$ cat config.mk
export PLATFORM = sky130hd
export DESIGN_NAME = pc_fetch_unit
export DESIGN_NICKNAME = d
export VERILOG_FILES = /design/src/rtl/pc_fetch_unit.sv
export SDC_FILE = /design/constraint.sdc
export NUM_CORES = 1
export LEC_CHECK = 0
export ABC_AREA = 1
export BUFFER_PORTS_ARGS = -buffer_cell sky130_fd_sc_hd__buf_2
export CAP_MARGIN = 20
export CORE_MARGIN = 2
export CORE_UTILIZATION = 35
export CTS_BUF_LIST = sky130_fd_sc_hd__clkbuf_2 sky130_fd_sc_hd__clkbuf_4 sky130_fd_sc_hd__clkbuf_8
export DETAILED_ROUTE_END_ITERATION = 6
export PLACE_DENSITY = 0.58
export REMOVE_ABC_BUFFERS = 1
export SKIP_CTS_REPAIR_TIMING = 1
export SLEW_MARGIN = 25
export SYNTH_ARGS = -nofsm -noshare
export SYNTH_HDL_FRONTEND = slang
export SYNTH_SLANG_ARGS = --single-unit
$ cat constraint.sdc
create_clock -name clk -period 6.9 [get_ports clk]
set_input_delay 0.345 -clock clk [delete_from_list [all_inputs] [get_ports clk]]
set_output_delay 0.345 -clock clk [all_outputs]
set_load 0.01 [all_outputs]
$ cat src/rtl/pc_fetch_unit.sv
// Program-counter fetch unit: issues one instruction-memory read at a time and presents the word to decode.
// Latency: request one cycle after reset release; instr_valid one cycle after the response is accepted.
// Backpressure: holds imem_req/imem_addr until imem_ready; holds instr/instr_pc in OUT while stall=1.
// Option: define FETCH_MISALIGN_TRAP_EN to trap misaligned next-PC values (FAULT state, misalign_fault flag);
//         otherwise the next PC is forced to a word boundary.
module pc_fetch_unit #(
   parameter logic [31:0] RESET_PC = 32'h0000_0000
) (
   input  logic        clk,
   input  logic        rst,
   input  logic        branch_taken,
   input  logic [31:0] pc_branch,
   input  logic        stall,
   output logic        imem_req,
   output logic [31:0] imem_addr,
   input  logic        imem_ready,
   input  logic        imem_rvalid,
   input  logic [31:0] imem_rdata,
   output logic        instr_valid,
   output logic [31:0] instr,
   output logic [31:0] instr_pc
`ifdef FETCH_MISALIGN_TRAP_EN
   ,
   output logic        misalign_fault
`endif
);

   typedef enum logic [2:0] {
      IDLE,
      REQ,
      WAIT,
      OUT
`ifdef FETCH_MISALIGN_TRAP_EN
      ,
      FAULT
`endif
   } state_t;

   state_t      state;
   state_t      state_nxt;
   logic [31:0] pc;
   logic [31:0] pc_target;
   logic [31:0] pc_next;
   logic        capture;
   logic        advance;
   logic        target_misaligned;

   // Candidate next PC: redirect target or sequential successor, modulo 2^32.
   always_comb begin
      pc_target         = branch_taken ? pc_branch : (instr_pc + 32'd4);
      target_misaligned = (pc_target[1:0] != 2'b00);
`ifdef FETCH_MISALIGN_TRAP_EN
      pc_next = pc_target;
`else
      pc_next = {pc_target[31:2], 2'b00};
`endif
   end

   // State register.
   always_ff @(posedge clk or posedge rst) begin
      if (rst) state <= IDLE;
      else     state <= state_nxt;
   end

   // Next-state logic plus the capture/advance strobes for the datapath.
   always_comb begin
      state_nxt = state;
      capture   = 1'b0;
      advance   = 1'b0;
      case (state)
         IDLE: state_nxt = REQ;
         REQ: begin
            // A response is only trusted when it coincides with our own handshake.
            if (imem_ready) begin
               if (imem_rvalid) begin
                  capture   = 1'b1;
                  state_nxt = OUT;
               end else begin
                  state_nxt = WAIT;
               end
            end
         end
         WAIT: begin
            if (imem_rvalid) begin
               capture   = 1'b1;
               state_nxt = OUT;
            end
         end
         OUT: begin
            if (!stall) begin
               advance = 1'b1;
`ifdef FETCH_MISALIGN_TRAP_EN
               if (target_misaligned) state_nxt = FAULT;
               else                   state_nxt = REQ;
`else
               state_nxt = REQ;
`endif
            end
         end
`ifdef FETCH_MISALIGN_TRAP_EN
         FAULT: state_nxt = FAULT;
`endif
         default: state_nxt = IDLE;
      endcase
   end

   // PC and presented-instruction registers.
   always_ff @(posedge clk or posedge rst) begin
      if (rst) begin
         pc       <= RESET_PC;
         instr    <= 32'h0000_0000;
         instr_pc <= RESET_PC;
      end else begin
         if (capture) begin
            instr    <= imem_rdata;
            instr_pc <= pc;
         end
         if (advance) pc <= pc_next;
      end
   end

`ifdef FETCH_MISALIGN_TRAP_EN
   // Sticky trap flag; only reset clears it.
   always_ff @(posedge clk or posedge rst) begin
      if (rst)                            misalign_fault <= 1'b0;
      else if (advance && target_misaligned) misalign_fault <= 1'b1;
   end
`else
   // Alignment is forced in pc_next, so the flag has no consumer here.
   logic unused_misaligned;
   assign unused_misaligned = target_misaligned;
`endif

   // Outputs are pure state decodes / flops, never combinational from inputs.
   assign imem_req    = (state == REQ);
   assign instr_valid = (state == OUT);
   assign imem_addr   = pc;

endmodule

[Word level (Yosys, flattened, before mapping)]
Index checks and enable logic that the tools add are counted.
Cells by class
  muxes and demuxes: 11
  add/subtract/negate cells: 1
  bitwise gates (word level): 0
  shifts and indexed selects: 0
  div/mod/pow operators: 0
  equality and inequality tests: 6
  multiply operators: 0
  magnitude comparators: 0
  reduce and logical (&&, ||, !) cells: 2
Operators by type and width (number)
  32-bit by 3-bit adder with 32-bit output (second input constant): 1
  32-bit two-way mux: 1
  3-bit case mux with 4 select lines: 1
  3-bit two-way mux: 3
  3-bit by 2-bit equality test with 1-bit output (second input constant): 2
  1-bit two-way mux: 5
  2-bit inequality test (second input constant): 2
  3-bit by 1-bit equality test with 1-bit output (second input constant): 1
  3-bit zero test: 1
  3-bit AND reduction: 1
  2-bit by 1-bit inequality test with 1-bit output (second input constant): 1
  1-bit case mux with 2 select lines: 1
Storage, ports and cells
  bits in latches: 0
  register bits after elaboration: 95
  output and inout bits: 98
  word-level logic and storage cells: 24
  memories: 0
  input port bits: 70
  ROM bits: 0
  bits in writable memories: 0

[Longest topological paths before layout]
Gate-level depths: netlist of run 1.
  depth after elaboration: 3
  gate-level depth with buffers: 10
  gate-level depth less buffers: 10

[Worst setup path after synthesis of run 1]
OpenSTA, ideal clock, no wires.
  kind: reg-to-reg
  start point: register state[0]
  end point: register instr[10]
  stages on the path, launching flop included: 8
  arrival time: 1484 ps
  data required time: 6775 ps
  path slack: 5292 ps
  clock period less this slack: 1608 ps
  cell sequence: dfrtp_1 -> ha_1 -> inv_1 -> o21ai_1 -> nand2_1 -> buf_2 -> buf_6 -> mux2_2
On the way
  cells in the longest elaborated chain, start to end: 2
  elaborated cells on any way between the ends: 3
Ends and longest elaborated chain
  start: declaration: RTL line 39  | state_t state;
  start signal: assignment: RTL line 62  | else state <= state_nxt;
  3-bit by 1-bit equality test with 1-bit output
  net imem_req: RTL line 14  | output logic imem_req,
  1-bit case mux with 2 select lines: RTL line 70  | case (state)
  end signal: assignment: RTL line 115  | instr <= imem_rdata;
  end: declaration: RTL line 20  | output logic [31:0] instr,
The timed path passes the listed nets, and every way through them passes these cells.
A chain may end at the register's enable or synchronous reset.

[Worst setup path after layout of run 1]
  start point: register state[1]
  end point: register instr[4]
On the way
  cells in the longest elaborated chain, start to end: 2
  elaborated cells on any way between the ends: 3
Ends and longest elaborated chain (RTL line)
  3-bit by 2-bit equality test with 1-bit output / 3-bit by 1-bit equality test with 1-bit output (equally long branches): 70
  1-bit case mux with 2 select lines *: 70
Every way passes the cells marked *; elsewhere a longest branch is shown, timed or not.

==> metrics.md, run 1 <==
| Metric | Value |
|---|---|
| Synthesis Warnings | `0` |
| Largest vdd supply drop | `0.239 mV` |
| Final design utilization | `0.440` |
| Buffer depth of the longest clock path | `2` |
| Total detailed-routing wirelength | `13,200 um` |
| Maximum achievable frequency | `480 MHz` |
| Leak pwr | `3.12 nW` |
| Largest family of logic cells by synthesized area | `simple AND/OR/NAND/NOR gates` |
| First-pass GRT wire length | `around 21,000 um` |
| Number of antenna cells inserted | `0` |
| Rows | `43` |
| Total negative setup slack | `0 ns` |
| Critical path arrival | `2.35 ns` |
| Syn Inst Count | `slightly below 600` |
| TritonCTS clock tree | `built` |
| Count of port buffers added during placement | `about 160` |
| Remaining global-route overflow | `0` |
| Final critical delay including setup and external delays | `~2.1 ns` |
| Met2 track demand over resource | `0.297` |
| Mux share of post-synthesis cell area | `0.0759` |
| Clk root buf | `sky130_fd_sc_hd__clkbuf_8` |
| Avg WL per Cell | `14.3 um` |
| Clock transition at the registers of the reported paths | `about 0.10 ns` |
| Synth area leader | `sky130_fd_sc_hd__dfrtp_1` |
| Post-synthesis area per instance | `8.37 um2` |
| GR Util met1 | `0.234` |
| Adder-cell area share of the yosys netlist | `0.0103` |
| XOR/XNOR Fraction of Synth Area | `0.00897` |
| Die span in y | `122 um` |
| Commonest non-fill, non-tap cell in the layout | `sky130_fd_sc_hd__buf_2` |
| Via-per-instance ratio | `4.74` |
| Part of the total power dissipated in the clock network | `0.165` |
| Synth unique cells | `34` |
| Initial DRC count | `155` |
| Most frequently used flop master after synthesis | `sky130_fd_sc_hd__dfrtp_1` |
| Starting density of the core | `0.354` |
| Final-stage net count | `811` |
| Share of total power in sequential cells | `0.402` |
| Final worst-path cycle share | `0.302` |
| Kind of end point of the critical path | `register` |
| Global routing usage summed across all routing layers | `0.186` |
| Worst-case register-to-register setup slack | `4.82 ns` |
| Internal power | `0.00156 W` |
| Largest net degree at the start of global routing | `93` |
| Hold violation count in the final report | `0` |
| Final weighted congestion of routability-driven global placement | `0.849` |
| Pwr dens | `between 400 and 500 nW/um2` |
| Switching pwr | `0.00112 W` |
| Setup repair after global routing missed its margin | `no` |
| Number of slew-limit violations in the final report | `0` |
| DIE AREA | `between 10,000 and 15,000 um2` |
| Clock Skews | `0.00943 ns` |
| Max-slew headroom | `0.482` |
| Top cell type's share of synthesized area | `0.482` |
| Clk_lat worst skew | `0.38 ns` |
| Die Width | `122 um` |
| Final Setup Violations | `0` |
| Hold Slack | `0.188 ns` |
| GR peak layer | `met2` |
| Number of iterations in the first detailed-routing pass | `4` |
| Fraction of registers with async set/reset | `1.00` |
| Number of levels in the clock H-tree | `3` |
| Number of antenna violations at the first check in global routing | `1` |
| Share of cells above drive strength 1 | `0.317` |
| Number of violations of the max-capacitance limit | `0` |
| Combined area of the multi-input logic cells | `2180 um2` |
| Share of synthesized cell area in and, or, nand and nor gates | `0.269` |
| TritonCTS sink count | `94` |
| Highest-count cells in the layout ignoring fill and taps | `sky130_fd_sc_hd__buf_2, sky130_fd_sc_hd__nand2_1, sky130_fd_sc_hd__dfrtp_1` |
| Fill cell total of the finished layout | `1,434` |
| Combined flip-flop and latch cell area | `around 2400 um2` |
| EDFF count, synth | `0` |
| Post-synthesis sequential area ratio | `0.482` |
| Area of the mapped netlist | `4880 um2` |
| Total via count after detailed routing | `4,369` |
| P&R area growth vs syn | `24.1%` |
| Slew at the pin closest to its max-slew limit | `0.777 ns` |
| Number of antenna-violating nets in the routed design | `0` |
| Sum of net half-perimeters after detailed placement | `9500 um` |
| Num CTS Buffers | `9` |
| Classification of the worst setup path | `register to register` |
| Area of the core | `13,800 um2` |
| Switching fraction of total power | `0.418` |
| Critical Path Start Type | `register` |
| Worst hold path class | `input pin to register` |
| Required arrival time at the worst endpoint | `7.17 ns` |
| Main area contributors after synthesis | `sky130_fd_sc_hd__dfrtp_1, sky130_fd_sc_hd__nand2_1, sky130_fd_sc_hd__mux2_2` |
| I/O pin count | `168` |
| Result of the run | `completed` |
| Post-route DRC | `0` |
| Flop and latch count out of synthesis | `94` |
| Power share of the combinational group | `0.433` |
| Critical path peak fanout | `just over 90` |
| Compound-Gate Fraction of Synth Area | `0.0769` |
| Number of global-route vias before repair | `4,301` |
| Met3 track utilization from global routing | `0.0548` |
## power by group through the flow
| stage | clock (W) | sequential, W | combinational [W] |
|---|---|---|---|
| 2_1_floorplan | 0 | 0.00116 | 0.000594 |
| 3_3_place_gp | 0 | 0.00107 | 0.00114 |
| 3_5_place_dp | 0 | 0.00108 | 0.00117 |
| 4_1_cts | 0.000454 | 0.00108 | 0.00117 |
| 5_1_grt | 0.000479 | 0.00112 | 0.00131 |
| 6_report | 0.000440 | 0.00108 | 0.00116 |
## worst max-delay path: stages, from the launching register on
cell and delay [ns]:
sky130_fd_sc_hd__dfrtp_1 0.42, sky130_fd_sc_hd__inv_1 0.08, sky130_fd_sc_hd__ha_1 0.20, sky130_fd_sc_hd__inv_1 0.06, sky130_fd_sc_hd__o21ai_1 0.33, sky130_fd_sc_hd__nand2_8 0.42, sky130_fd_sc_hd__mux2_2 0.42
## routing by layer
| layer | vias up | wire length, um |
|---|---|---|
| met1 | 2043 | 5640 |
| li1 | 2147 | - |
| met2 | 150 | 6190 |
| met3 | 27 | 1010 |
| met4 | 2 | 345 |
| met5 | - | 11 |
## metrics by stage
stage               power (W)  area (um2)  setup WS, ns  instances
floorplan             0.00176        4720          4.02        560
global placement      0.00222        5790          4.71        905
detailed placement    0.00226        5800          4.71        905
CTS                   0.00271        6040          4.70        921
global route          0.00291        6060          4.69        922
finish                0.00267        6060          4.82        922
## cell usage after synthesis (all sizes together) (2+ instances only)
master,count
and2,4
o21ai,44
nand3,37
o211ai,2
a22oi,3
dfrtp,94
clkbuf,10
a21oi,19
inv,53
mux2,32
nand2,152
xnor2,4
nor2,101
buf,15
ha,4
o22ai,3
## path summary, 6_finish.rpt
| kind | startpoint | end | depth (start not counted) |
|---|---|---|---|
| setup / recovery | state[1]$_DFFE_PP0P_ | instr[4]$_DFFE_PP0P_ | 6 |
| hold / removal | imem_rdata[26] | instr[26]$_DFFE_PP0P_ | 2 |
| setup reg to reg | state[1]$_DFFE_PP0P_ | instr[4]$_DFFE_PP0P_ | 6 |
| hold reg to reg | instr[11]$_DFFE_PP0P_ | instr[11]$_DFFE_PP0P_ | 1 |
| max in group asynchronous | rst | instr[8]$_DFFE_PP0P_ | 4 |
| min in group asynchronous | rst | instr[28]$_DFFE_PP0P_ | 3 |
## sequential cells by signal, indices dropped and copies added, names as in the netlist
name / count
instr_pc: 30
state: 2
instr: 32
imem_addr: 30
## final cells by class
cell class,count,share of cell area
Sequential cell,94,0.388
Clock buffer,12,0.0273
Tap cell,180,0.0372
Multi-Input combinational cell,412,0.360
Timing Repair Buffer,166,0.140
Clock inverter,4,0.0128
Inverter,54,0.0339
## cells by family after synthesis
group                    count (synthesis)
multiplexers                            33
AND/OR/NAND/NOR                        295
adder cells (fa/ha/maj)                  4
AO/OA/AOI/OAI                           71
other                                    1
flip-flops                              94
XOR/XNOR                                 5
buffers and inverters                   80
No activity file was read; power rests on OpenSTA's default activity.
==> run 2, diff against run 1 <==
Clock period 6.9 ns to 2.05 ns, I/O delays scaled along.
==> metrics.md, run 2 (synthesized netlist as in run 1, its figures left out) <==
| Metric | Value |
|---|---|
| Starting density of the core | `0.354` |
| Number of violations of the max-capacitance limit | `0` |
| Register with the most flip-flops | `instr` |
| Final Setup Violations | `0` |
| Number of global-route vias before repair | `4,322` |
| Number of antenna violations at the first check in global routing | `0` |
| Leak pwr | `between 3 and 4 nW` |
| Final-stage net count | `851` |
| Buffer depth of the longest clock path | `2` |
| Global routing usage summed across all routing layers | `0.185` |
| Worst hold path class | `input pin to register` |
| Final weighted congestion of routability-driven global placement | `0.842` |
| I/O pin count | `168` |
| Kind of end point of the critical path | `register` |
| Sequence of cells on the critical path | `inv_1 -> ha_1 -> nor2_1 -> nand2_4 -> buf_4 -> nor2_1 -> a21oi_1` |
| Number of antenna cells inserted | `0` |
| Setup repair after global routing missed its margin | `no` |
| Remaining global-route overflow | `0` |
| Clock Skews | `0.00942 ns` |
| Classification of the worst setup path | `register to register` |
| Total via count after detailed routing | `4,483` |
| Number of levels in the clock H-tree | `3` |
| Die span in y | `122 um` |
| Rows | `43` |
| Largest net degree at the start of global routing | `61` |
| Post-route DRC | `0` |
| Area of the core | `13,800 um2` |
| Crit path largest cell delay | `approximately 0.4 ns` |
| TritonCTS clock tree | `built` |
| Final worst-path cycle share | `0.850` |
| Required arrival time at the worst endpoint | `2.29 ns` |
| Max-slew headroom | `0.612` |
| Critical path arrival | `roughly 2 ns` |
| Result of the run | `completed` |
| Commonest non-fill, non-tap cell in the layout | `sky130_fd_sc_hd__buf_2` |
| Number of iterations in the first detailed-routing pass | `6` |
| First-pass GRT wire length | `21,400 um` |
| Pwr dens | `around 1400 nW/um2` |
| Critical path's most frequent cell | `sky130_fd_sc_hd__nor2_1` |
| Via-per-instance ratio | `about 4.7` |
| DIE AREA | `14,900 um2` |
| Number of slew-limit violations in the final report | `0` |
| Hold Slack | `0.00591 ns` |
| Total detailed-routing wirelength | `13,600 um` |
| P&R area growth vs syn | `31.0%` |
| Share of cells above drive strength 1 | `0.307` |
| Clock transition at the registers of the reported paths | `0.09 ns` |
| Maximum achievable frequency | `roughly 570 MHz` |
| Count of port buffers added during placement | `161` |
| Avg WL per Cell | `14.2 um` |
| Total negative setup slack | `0 ns` |
| Slew at the pin closest to its max-slew limit | `0.582 ns` |
| Critical path peak fanout | `60` |
| Die Width | `122 um` |
| Clk root buf | `sky130_fd_sc_hd__clkbuf_8` |
| Post-placement cell count | `910` |
| Largest vdd supply drop | `~0.66 mV` |
| Final critical delay including setup and external delays | `approximately 1.7 ns` |
| Number of antenna-violating nets in the routed design | `0` |
| Flip-flop count of the largest register, all copies and words added | `32` |
| Crit-path slowest cell | `sky130_fd_sc_hd__dfrtp_1` |
| Clk_lat worst skew | `0.38 ns` |
| Hold violation count in the final report | `0` |
| Sum of net half-perimeters after detailed placement | `slightly below 10,000 um` |
| Final design utilization | `0.464` |
| Post-route insts no fill | `962` |
| Initial DRC count | `between 150 and 200` |
| Critical Path Start Type | `register` |
| Highest-count cells in the layout ignoring fill and taps | `sky130_fd_sc_hd__buf_2, sky130_fd_sc_hd__nand2_1, sky130_fd_sc_hd__dfrtp_1` |
| Num CTS Buffers | `9` |
| TritonCTS sink count | `94` |
run 2: cell count changes in the layout (fill, tap and decap cells not counted), sizes merged:
cell,change
clkinv,-1
dlygate4sd3,+35
clkinvlp,+2
buf,+5
bufinv,-2
clkbuf,+1
run 2: final timing paths:
| kind | start | to | slack, ns | cells past startpoint |
|---|---|---|---|---|
| max | state[0]$_DFFE_PP0P_ | instr_pc[27]$_DFFE_PP0P_ | 0.31 | 7 |
| min | pc_branch[3] | imem_addr[3]$_DFFE_PP0P_ | 0.006 | 3 |
| max in group asynchronous | rst | instr_pc[22]$_DFFE_PP0P_ | 1.13 | 4 |
| min reg2reg | instr[7]$_DFFE_PP0P_ | instr[7]$_DFFE_PP0P_ | 0.51 | 1 |
| max reg2reg | state[0]$_DFFE_PP0P_ | instr_pc[27]$_DFFE_PP0P_ | 0.31 | 7 |
| min in group asynchronous | rst | instr[24]$_DFFE_PP0P_ | 0.27 | 3 |
run 2: area by class of cell:
type / count / area (um2)
clock buffer: 13 / 160
sequential: 94 / 2350
timing repair buffer: 206 / 1260
inverter: 54 / 205
fill: 1393 / 7380
multi-input combinational: 412 / 2170
clock inverter: 3 / 20.0
tap: 180 / 225
run 2: metal layers:
metal	routed length, um	global-route usage	share of wire
met1	5670	0.226	0.42
met2	6670	0.306	0.49
met3	1100	0.0557	0.081
met4	208	0.0733	0.015
met5	0	0	0
run 2: critical path: cells and delay by family (launching register included):
family                     cells  cell delay, ns
adders and majority gates      1            0.31
AOI/OAI and AO/OA              1            0.05
and+or+nand+nor                3            0.44
DFF                            1            0.40
buffers and inverters          2            0.38
run 2: stage by stage:
stage                     worst slack [ns]  instance area, um2  power, W
after CTS                            0.282                6040   0.00885
after detailed placement             0.313                5860   0.00764
after floorplan                     -0.827                4720   0.00591
final                                0.308                6400   0.00879
after global placement               0.388                5860   0.00751
after global routing                0.0770                6400   0.00958
run 2: power breakdown:
part	switching, W	internal (W)
registers	0.000812	0.00279
logic	0.00227	0.00173
clock network	0.000666	0.000514
total	0.00375	0.00504
==> run 3, diff against run 2 <==
Settings changed: PLACE_DENSITY 0.58 to 0.6.
Clock period 2.05 ns to 1.5 ns, I/O delays scaled along.
==> metrics.md, run 3 (synthesized netlist as in run 1, its figures left out) <==
| Metric | Value |
|---|---|
| Hold violation count in the final report | `1` |
| Via-per-instance ratio | `4.70` |
| Highest-count cells in the layout ignoring fill and taps | `sky130_fd_sc_hd__buf_2, sky130_fd_sc_hd__nand2_1, sky130_fd_sc_hd__dfrtp_1` |
| Violations in the final reports | `hold timing, setup timing` |
| Die Width | `122 um` |
| Total negative setup slack | `-6.16 ns` |
| Hold Slack | `-0.000357 ns` |
| Starting density of the core | `0.354` |
| Clock transition at the registers of the reported paths | `0.09 ns` |
| Number of global-route vias before repair | `4,516` |
| TritonCTS clock tree | `built` |
| DIE AREA | `14,900 um2` |
| Remaining global-route overflow | `0` |
| I/O pin count | `168` |
| Final Setup Violations | `86` |
| Number of violations of the max-capacitance limit | `0` |
| Final design utilization | `0.540` |
| Classification of the worst setup path | `register to register` |
| Initial DRC count | `251` |
| Number of iterations in the first detailed-routing pass | `4` |
| Final Worst Setup Slack | `-0.121 ns` |
| Kind of end point of the critical path | `register` |
| Rows | `43` |
| Total via count after detailed routing | `4,805` |
| Final weighted congestion of routability-driven global placement | `0.825` |
| Largest net degree at the start of global routing | `38` |
| Post-route insts no fill | `between 1,000 and 1,500` |
| Critical path arrival | `1.88 ns` |
| Final worst-path cycle share | `1.08` |
| Setup repair after global routing missed its margin | `yes` |
| Fill cell total of the finished layout | `1,315` |
| P&R area growth vs syn | `52.2%` |
| Post-placement cell count | `948` |
| Post-route DRC | `0` |
| Register with the most flip-flops | `instr` |
| Area of the core | `13,800 um2` |
| Commonest non-fill, non-tap cell in the layout | `sky130_fd_sc_hd__buf_2` |
| Final-stage net count | `~900` |
| Worst hold path class | `input pin to register` |
| Flip-flop count of the largest register, all copies and words added | `32` |
| Share of cells above drive strength 1 | `0.438` |
| Die span in y | `122 um` |
| Critical path peak fanout | `8` |
| Pwr dens | `1920 nW/um2` |
| Final total power | `approximately 0.014 W` |
| Result of the run | `complete, but fails checks` |
| Number of slew-limit violations in the final report | `0` |
| Avg WL per Cell | `15.7 um` |
| Number of levels in the clock H-tree | `3` |
| Number of antenna violations at the first check in global routing | `2` |
| Total detailed-routing wirelength | `16,000 um` |
| Required arrival time at the worst endpoint | `1.76 ns` |
| Final critical delay including setup and external delays | `around 1.6 ns` |
| Largest vdd supply drop | `between 1 and 1.5 mV` |
| Maximum achievable frequency | `between 600 and 700 MHz` |
| TritonCTS sink count | `94` |
| Leak pwr | `3.71 nW` |
| Buffer depth of the longest clock path | `2` |
| Worst-case register-to-register setup slack | `-0.12 ns` |
| Num CTS Buffers | `9` |
| Combined flip-flop and latch cell area | `approximately 2400 um2` |
| Critical Path Start Type | `register` |
| Clk root buf | `sky130_fd_sc_hd__clkbuf_8` |
| First-pass GRT wire length | `22,500 um` |
| Combined area of the multi-input logic cells | `approximately 2500 um2` |
| Number of antenna-violating nets in the routed design | `0` |
| Global routing usage summed across all routing layers | `0.195` |
| Clk_lat worst skew | `roughly 0.37 ns` |
| Sum of net half-perimeters after detailed placement | `around 11,000 um` |
| Clock Skews | `0.0107 ns` |
| Count of port buffers added during placement | `161` |
run 3: changes by cell type in the layout (fill, tap and decap cells not counted), sizes merged:
cell	delta
buf	+53
clkinv	+1
diode	+2
bufinv	+1
dlygate4sd3	+1
clkbuf	+4
inv	-1
run 3: critical path, stage by stage (launching register included):
cell and delay (ns):
sky130_fd_sc_hd__dfrtp_1 0.41, sky130_fd_sc_hd__buf_6 0.14, sky130_fd_sc_hd__ha_4 0.16, sky130_fd_sc_hd__inv_2 0.07
sky130_fd_sc_hd__o21ai_4 0.06, sky130_fd_sc_hd__nand2_4 0.16, sky130_fd_sc_hd__clkbuf_16 0.18, sky130_fd_sc_hd__mux2_2 0.33
run 3: path summary, 6_finish.rpt:
path	from	end	cells after the start
setup / recovery	state[0]$_DFFE_PP0P_	instr[11]$_DFFE_PP0P_	7
hold / removal	pc_branch[7]	imem_addr[7]$_DFFE_PP0P_	3
setup reg to reg	state[0]$_DFFE_PP0P_	instr[11]$_DFFE_PP0P_	7
hold reg to reg	instr[14]$_DFFE_PP0P_	instr[14]$_DFFE_PP0P_	1
max in group asynchronous	rst	imem_addr[23]$_DFFE_PP0P_	4
min in group asynchronous	rst	instr[21]$_DFFE_PP0P_	3
run 3: final cells by class:
class | instances | area share
Antenna cell | 2 | 0.000674
Clock buffer | 11 | 0.0195
Clock inverter | 4 | 0.00640
Inverter | 54 | 0.0281
Multi-Input combinational cell | 412 | 0.340
Sequential cell | 94 | 0.317
Tap cell | 180 | 0.0303
Timing Repair Buffer | 266 | 0.258
run 3: routing by layer:
metal	vias up	wire, um	global-route usage
met5	-	0	0
met1	2288	6710	0.241
met4	0	109	0.0467
li1	2354	-	-
met3	10	1240	0.0702
met2	153	7950	0.324
run 3: per-stage QoR:
step,setup WS (ns),area [um2],hold WS [ns]
after CTS,-0.188,6370,-0.278
after floorplan,-1.38,4720,0.214
final,-0.121,7430,-0.000357
after global routing,-0.186,7430,0.00148
after global placement,-0.0826,6180,0.127
after detailed placement,-0.161,6180,0.140
run 3: report_power, final:
part	leakage (nW)	internal [W]	total, W	switching (W)
Combinational	2.49	0.00362	0.00764	0.00402
Sequential	1.12	0.00382	0.00488	0.00106
Clock	0.0986	0.000822	0.00175	0.000925
